==> config.mk <==
export PLATFORM = sky130hd
export DESIGN_NAME = mycpu2
export DESIGN_NICKNAME = d
export VERILOG_FILES = /design/src/rtl/mycpu2_pkg.sv /design/src/rtl/mycpu2_rf.sv /design/src/rtl/mycpu2.sv
export SDC_FILE = /design/constraint.sdc
export NUM_CORES = 1
export LEC_CHECK = 0
export CAP_MARGIN = 0
export CORE_MARGIN = 2
export CORE_UTILIZATION = 60
export CTS_BUF_LIST = sky130_fd_sc_hd__clkbuf_4 sky130_fd_sc_hd__clkbuf_8 sky130_fd_sc_hd__clkbuf_16
export DETAILED_ROUTE_END_ITERATION = 7
export PLACE_DENSITY_LB_ADDON = 0.15
export SETUP_SLACK_MARGIN = 0.3
export SLEW_MARGIN = 20
export SYNTH_ARGS = -nofsm -noshare
export SYNTH_HDL_FRONTEND = slang
export SYNTH_HIERARCHICAL = 1
export SYNTH_SLANG_ARGS = --single-unit
==> constraint.sdc <==
create_clock -name clk -period 11.25 [get_ports clk]
set_clock_uncertainty 0.05 [all_clocks]
set_input_delay 2.25 -clock clk [delete_from_list [all_inputs] [get_ports clk]]
set_output_delay 2.25 -clock clk [all_outputs]
set_load 0.005 [all_outputs]
==> src/rtl/mycpu2_pkg.sv <==
// Shared encodings for mycpu2: opcodes, FSM states and the RETI sub-encoding.
package mycpu2_pkg;

  typedef enum logic [3:0] {
    OP_NOP  = 4'h0,
    OP_ADD  = 4'h1,
    OP_SUB  = 4'h2,
    OP_AND  = 4'h3,
    OP_OR   = 4'h4,
    OP_XOR  = 4'h5,
    OP_SHL  = 4'h6,
    OP_SHR  = 4'h7,
    OP_LDI  = 4'h8,
    OP_LD   = 4'h9,
    OP_ST   = 4'hA,
    OP_IN   = 4'hB,
    OP_OUT  = 4'hC,
    OP_BZ   = 4'hD,
    OP_JR   = 4'hE,
    OP_HALT = 4'hF
  } opcode_t;

  typedef enum logic [1:0] {
    S_FETCH,
    S_EXEC,
    S_MEM,
    S_HALT
  } state_t;

  // NOP with this low-12-bit pattern is RETI when interrupts are compiled in
  localparam logic [11:0] RETI_ENC = 12'h001;

endpackage

==> src/rtl/mycpu2_rf.sv <==
// mycpu2 register file: 16 x DW, two asynchronous read ports, one synchronous write port.
module mycpu2_rf #(
  parameter int DW = 16
) (
  input  logic          clk,
  input  logic          rst,
  input  logic          we,
  input  logic [3:0]    wa,
  input  logic [DW-1:0] wd,
  input  logic [3:0]    ra_a,
  input  logic [3:0]    ra_b,
  output logic [DW-1:0] rd_a,
  output logic [DW-1:0] rd_b
);

  logic [15:0][DW-1:0] regs;

  always_ff @(posedge clk or posedge rst) begin
    if (rst) regs <= '0;
    else if (we) regs[wa] <= wd;
  end

  assign rd_a = regs[ra_a];
  assign rd_b = regs[ra_b];

endmodule

==> src/rtl/mycpu2.sv <==
// mycpu2: multi-cycle CPU (FETCH/EXEC/MEM/HALT) on a req/rdy bus with unbounded wait states.
// Interrupt entry/RETI and the IE/EPC registers exist only when MYCPU2_IRQ_EN is defined.
module mycpu2
  import mycpu2_pkg::*;
#(
  parameter int          DW       = 16,
  parameter int          AW       = 16,
  parameter int unsigned RESET_PC = 0,
  parameter int unsigned IRQ_VEC  = 'h0004
) (
  input  logic          clk,
  input  logic          rst,
  output logic [AW-1:0] a_out,
  input  logic [DW-1:0] d_in,
  output logic [DW-1:0] d_out,
  input  logic [DW-1:0] io_in,
  output logic          wen_out,
  output logic          iom_out,
  output logic          req_out,
  input  logic          rdy_in,
  input  logic          irq_in,
  output logic          halt_out
);

  state_t            state, state_nx;
  logic [AW-1:0]     pc, pc_nx;
  logic [15:0]       ir;
  logic              n_flag, z_flag;
  opcode_t           op;
  logic [DW-1:0]     ra_val, rb_val, alu, rf_wd;
  logic              rf_we, is_alu, flag_we;
  logic signed [7:0] imm_s;

  assign op       = opcode_t'(ir[15:12]);
  assign imm_s    = ir[7:0];
  assign is_alu   = op inside {OP_ADD, OP_SUB, OP_AND, OP_OR, OP_XOR, OP_SHL, OP_SHR};
  assign flag_we  = (state == S_EXEC) && is_alu;
  assign d_out    = rb_val;
  assign halt_out = (state == S_HALT);

  mycpu2_rf #(.DW(DW)) u_rf (
    .clk  (clk),
    .rst  (rst),
    .we   (rf_we),
    .wa   (ir[11:8]),
    .wd   (rf_wd),
    .ra_a (ir[7:4]),
    .ra_b (ir[3:0]),
    .rd_a (ra_val),
    .rd_b (rb_val)
  );

  always_comb begin
    alu = '0;
    case (op)
      OP_ADD:  alu = ra_val + rb_val;
      OP_SUB:  alu = ra_val - rb_val;
      OP_AND:  alu = ra_val & rb_val;
      OP_OR:   alu = ra_val | rb_val;
      OP_XOR:  alu = ra_val ^ rb_val;
      OP_SHL:  alu = ra_val << 1;
      OP_SHR:  alu = ra_val >> 1;
      default: alu = '0;
    endcase
  end

`ifdef MYCPU2_IRQ_EN
  logic          ie, is_reti, irq_take;
  logic [AW-1:0] epc, ret_pc;
  assign is_reti = (state == S_EXEC) && (op == OP_NOP) && (ir[11:0] == RETI_ENC);
`else
  logic [AW:0] unused_irq;
  assign unused_irq = {irq_in, AW'(IRQ_VEC)};
`endif

  always_ff @(posedge clk or posedge rst) begin
    if (rst) state <= S_FETCH;
    else     state <= state_nx;
  end

  always_comb begin
    state_nx = state;
    pc_nx    = pc;
    req_out  = 1'b0;
    wen_out  = 1'b0;
    iom_out  = 1'b0;
    a_out    = pc;
    rf_we    = 1'b0;
    rf_wd    = alu;
`ifdef MYCPU2_IRQ_EN
    irq_take = 1'b0;
    ret_pc   = pc;
`endif
    case (state)
      S_FETCH: begin
        req_out = 1'b1;
        if (rdy_in) begin
          state_nx = S_EXEC;
          pc_nx    = pc + AW'(1);
        end
      end
      S_EXEC: begin
        state_nx = S_FETCH;
        case (op)
          OP_LDI: begin
            rf_we = 1'b1;
            rf_wd = DW'(imm_s);
          end
          OP_LD, OP_ST, OP_IN, OP_OUT: state_nx = S_MEM;
          // pc already points past the BZ, so the offset is relative to pc_next
          OP_BZ:   if (z_flag) pc_nx = pc + AW'(imm_s);
          OP_JR:   pc_nx = ra_val[AW-1:0];
          OP_HALT: state_nx = S_HALT;
          default: rf_we = is_alu;
        endcase
`ifdef MYCPU2_IRQ_EN
        if (is_reti) pc_nx = epc;
`endif
      end
      S_MEM: begin
        req_out = 1'b1;
        a_out   = ra_val[AW-1:0];
        iom_out = (op == OP_IN) || (op == OP_OUT);
        wen_out = (op == OP_ST) || (op == OP_OUT);
        if (rdy_in) begin
          state_nx = S_FETCH;
          rf_we    = (op == OP_LD) || (op == OP_IN);
          rf_wd    = (op == OP_IN) ? io_in : d_in;
        end
      end
      default: ;
    endcase
`ifdef MYCPU2_IRQ_EN
    // taken only on the transition into FETCH (or from HALT), so MEM cycles defer it
    if (irq_in && ie && ((state != S_FETCH && state_nx == S_FETCH) || state == S_HALT)) begin
      irq_take = 1'b1;
      ret_pc   = pc_nx;
      pc_nx    = AW'(IRQ_VEC);
      state_nx = S_FETCH;
    end
`endif
  end

  always_ff @(posedge clk or posedge rst) begin
    if (rst) begin
      pc     <= AW'(RESET_PC);
      ir     <= '0;
      n_flag <= 1'b0;
      z_flag <= 1'b0;
    end else begin
      pc <= pc_nx;
      if (state == S_FETCH && rdy_in) ir <= d_in[15:0];
      if (flag_we) begin
        n_flag <= alu[DW-1];
        z_flag <= (alu == '0);
      end
    end
  end

`ifdef MYCPU2_IRQ_EN
  always_ff @(posedge clk or posedge rst) begin
    if (rst) begin
      ie  <= 1'b1;
      epc <= '0;
    end else if (irq_take) begin
      ie  <= 1'b0;
      epc <= ret_pc;
    end else if (is_reti) begin
      ie  <= 1'b1;
    end
  end
`endif

endmodule

==> impl_metrics.prom <==
# TYPE chip_impl_metric gauge
chip_impl_metric{name="diodes_inserted",unit=""} 0
chip_impl_metric{name="mappedNetlistNets",unit=""} 1733
chip_impl_metric{name="die_h",unit="µm"} 185
chip_impl_metric{name="global_route_usage_over_all_layers",unit="%"} 34.4
chip_impl_metric{name="post_synth_instance_area",unit="µm²"} 19600
chip_impl_metric{name="power_frac_comb",unit="%"} 53.7
chip_impl_metric{name="timing_worst_slew_pin_value",unit="ns"} 1.03
chip_impl_metric{name="cts_inserted_buffers",unit=""} 34
chip_impl_metric{name="grt_max_degree",unit=""} 94
chip_impl_metric{name="power_frac_seq",unit="%"} 26.9
chip_impl_metric{name="io_buffer_count",unit=""} 70
chip_impl_metric{name="synth-seq-cells",unit=""} 291
chip_impl_metric{name="slowest_stage_delay_cp",unit="ns"} 0.82
chip_impl_metric{name="fillers",unit=""} 2422
chip_impl_metric{name="first_global_vias",unit=""} 14500
chip_impl_info{name="synth_most_common_cell",value="dfrtp_1"} 1
chip_impl_info{name="result_of_the_run",value="completed"} 1
chip_impl_metric{name="post_drt_wl_per_cell",unit="µm"} 27.1
chip_impl_metric{name="io_pins",unit=""} 72
chip_impl_metric{name="cts_buffer_depth",unit=""} 3
chip_impl_metric{name="synthesized_instance_count",unit=""} 1627
chip_impl_metric{name="remaining_drc_errors",unit=""} 0
chip_impl_metric{name="cts.clk_slew.worst_paths",unit="ns"} 0.06
chip_impl_info{name="netlist_top_cells_area",value="dfrtp_1, mux2_2, mux4_2"} 1
chip_impl_metric{name="p_sw",unit="mW"} 2.39
chip_impl_metric{name="count_of_synthesis_stage_warnings_from_yosys",unit=""} 6
chip_impl_metric{name="slew_viol_final",unit=""} 0
chip_impl_metric{name="place_hpwl",unit="mm"} 37.3
chip_impl_info{name="synthFlopType",value="dfrtp_1"} 1
chip_impl_metric{name="fp.dieArea",unit="µm²"} 34200
chip_impl_metric{name="fmax",unit="MHz"} 137
chip_impl_metric{name="setup_total_negative_slack",unit="ns"} 0
chip_impl_info{name="timing.hold.worst.class",value="reg -> reg"} 1
chip_impl_metric{name="grt_antenna_before_repair",unit=""} 0
chip_impl_metric{name="critPathBufInv",unit=""} 2
chip_impl_metric{name="worst-r2r-setup-slack",unit="ns"} 3.96
chip_impl_info{name="worst_path_dominant_cell_family",value="compound AO/OA/AOI/OAI gates"} 1
chip_impl_info{name="tritoncts",value="built"} 1
chip_impl_metric{name="first_pass_iteration_count_of_the_detailed_router",unit=""} 6
chip_impl_info{name="startpoint_class",value="flop"} 1
chip_impl_metric{name="syn-mean-instance-area",unit="µm²"} 12.1
chip_impl_metric{name="ctsHoldBuffers",unit=""} 0
chip_impl_metric{name="vias_per_cell",unit=""} 6.94
chip_impl_metric{name="count_of_routing_violations_after_the_opening_detailed_route_iteration",unit=""} 1597
chip_impl_metric{name="synth_sequential_area_ratio",unit="%"} 37.1
chip_impl_metric{name="cell_variety_after_synth",unit=""} 87
chip_impl_info{name="worst_path_max_delay_cell",value="buf_4"} 1
chip_impl_metric{name="clk-insertion-delay-late",unit="ns"} 0.53
chip_impl_metric{name="total_power_after_layout",unit="mW"} 5.44
chip_impl_metric{name="finalWorstPathRequiredPeriod",unit="ns"} 7.29
chip_impl_metric{name="max_cap_violations",unit=""} 0
chip_impl_info{name="timing.critical_path.to_type",value="flop"} 1
chip_impl_metric{name="worst_ep_arrival_time",unit="ns"} 7.70
chip_impl_metric{name="gpl.final_weighted_congestion",unit=""} 0.941
chip_impl_info{name="synth_commonest_cells",value="dfrtp_1, mux2_2, nand2_1, mux4_2, a22oi_1"} 1
chip_impl_metric{name="power_report.internal_total",unit="mW"} 3.05
chip_impl_metric{name="p_leak",unit="nW"} 9.84
chip_impl_metric{name="power_density",unit="nW/µm²"} 251
chip_impl_metric{name="cp_max_fo",unit=""} 47
chip_impl_metric{name="total_wirelength",unit="mm"} 57.5
chip_impl_metric{name="share_clk_of_total_power",unit="%"} 19.4
chip_impl_metric{name="relSlewSlack",unit="%"} 31.3
chip_impl_metric{name="post_cts_resized",unit=""} 0
chip_impl_metric{name="gr-total-overflow",unit=""} 0
chip_impl_info{name="cell_type_with_the_highest_aggregate_area_in_the_netlist",value="dfrtp_1"} 1
chip_impl_metric{name="grt_first_pass_wirelength",unit="mm"} 87.9
chip_impl_metric{name="swShare",unit="%"} 43.9
chip_impl_info{name="critical_path.cell_chain",value="buf_4, mux4_2, a22oi_1, nand2_1, inv_1, nand2_1, o41ai_1, o21a_1, a31oi_1, xnor2_1, ha_1, a21o_1, a21oi_1, o22ai_1, a311oi_1, xnor3_1, o21ai_1, nor2_1, o2bb2ai_2, mux2_2"} 1
chip_impl_info{name="critPathKind",value="reg -> reg"} 1
chip_impl_metric{name="synth_async_sr_flop_share",unit="%"} 100
chip_impl_metric{name="period_share",unit="%"} 64.8
chip_impl_metric{name="synthDominantCellAreaShare",unit="%"} 37.1
chip_impl_info{name="cpMostUsedCell",value="nand2_1"} 1
chip_impl_metric{name="core",unit="µm²"} 32400
chip_impl_info{name="rsz0062_at_grt",value="false"} 1
chip_impl_metric{name="clock_sinks",unit=""} 291
chip_impl_metric{name="area_growth",unit="%"} 10.1
chip_impl_metric{name="post_cts_buffers",unit=""} 0
chip_impl_metric{name="fp_rows",unit=""} 66
chip_impl_metric{name="initial_core_util",unit="%"} 60.7
chip_impl_metric{name="setup_viol_count_final",unit=""} 0
chip_impl_metric{name="cts_max_level",unit=""} 2
chip_impl_metric{name="design.final.nets",unit=""} 1767
chip_impl_metric{name="drive_above_1_share",unit="%"} 30.9
chip_impl_metric{name="finalHoldViolCount",unit=""} 0
chip_impl_metric{name="drt.antenna.violating_nets",unit=""} 0
chip_impl_metric{name="dr_total_vias",unit=""} 14700
chip_impl_metric{name="vdd_drop_max",unit="V"} 0.000242
chip_impl_info{name="clockRootBuffer",value="clkbuf_16"} 1
chip_impl_metric{name="synth_edf_count",unit=""} 0
chip_impl_metric{name="crit_required",unit="ns"} 11.66
chip_impl_metric{name="dieWidth",unit="µm"} 185
[cell families (layout without fill, tap and decap cells)]
family | after synthesis | in the layout | share of synthesized area [%]
mux | 434 | 434 | 33.3
compound gates | 315 | 315 | 10.8
simple gates | 314 | 314 | 7.83
flops | 291 | 291 | 37.1
buf+inv | 166 | 218 | 4.71
fa+ha+maj | 70 | 70 | 4.54
xor+xnor | 37 | 37 | 1.76
[worst register-to-register path: cells and delay by family (launching register included)]
kind	cells	cell delay, ns
AND/OR/NAND/NOR	3	0.42
flip-flops	1	0.71
XOR/XNOR	2	0.60
adder cells (fa/ha/maj)	1	0.40
buffers and inverters	2	0.98
multiplexers	2	0.93
AO/OA/AOI/OAI	10	3.14
[worst paths after layout]
check	to	depth (start not counted)	start
hold reg to reg	u_rf/regs[143]	1	u_rf/regs[143]
hold / removal	u_rf/regs[143]	1	u_rf/regs[143]
setup reg to reg	u_rf/regs[31]	20	ir[0]
max in group asynchronous	u_rf/regs[145]	3	rst
min in group asynchronous	u_rf/regs[174]	2	rst
setup / recovery	u_rf/regs[31]	20	ir[0]
[state kept, by name, summed over array words and instances (netlist names)]
signal / cells
u_rf/regs: 256
pc: 16
z_flag: 1
ir: 16
state: 2
[layout by cell type, fill, tap and decap left out, drive strengths merged, types with 51 or more instances in the layout]
cell           netlist  layout
nor2                71      71
clkdlybuf4s50        0      70
nand2              115     115
a22oi               76      76
dfrtp              291     291
o21ai               62      62
a21oi               60      60
mux2               287     287
inv                 49      51
ha                  68      68
mux4               128     128
[layer usage]
metal  vias to the layer above  routed length [µm]  global-route usage, %  share of wire (%)
met1                      7516               23600                   47.2                 41
met4                         0                3150                   17.9                5.5
met3                       174                4930                   6.21                8.6
li1                       6276                   -                      -                  -
met5                         -                   0                      0                  0
met2                       762               25800                   52.6                 45
[through the flow]
step | area (µm²) | worst slack, ns | utilization [%] | hold slack (ns) | cells
after CTS | 21600 | 4.05 | 66.8 | 0.474 | 2121
after detailed placement | 20600 | 4.10 | 63.5 | 0.460 | 2067
final | 21600 | 3.96 | 66.8 | 0.472 | 2121
after global placement | 20500 | 3.83 | 63.4 | 0.446 | 2067
after global routing | 21600 | 3.66 | 66.8 | 0.483 | 2121
after floorplan | 19600 | 1.91 | - | 0.435 | 1627
[layout make-up]
cell class / instances / area (µm²) / share of cell area [%]
clock inverter: 9 / 83.8 / 0.388
multi-input combinational: 1170 / 11500 / 53.2
inverter: 49 / 191 / 0.885
sequential: 291 / 7290 / 33.7
tap: 442 / 553 / 2.56
clock buffer: 45 / 971 / 4.49
timing repair buffer: 115 / 1040 / 4.82
[power groups by stage]
stage | Clock, mW | Combinational, mW | Sequential, mW
after CTS | 1.07 | 2.86 | 1.46
after global placement | 0 | 2.79 | 1.46
after global routing | 1.12 | 3.12 | 1.49
after floorplan | 0 | 2.20 | 1.32
final | 1.05 | 2.92 | 1.46
after detailed placement | 0 | 2.84 | 1.47
No activity file was read; power rests on OpenSTA's default activity.
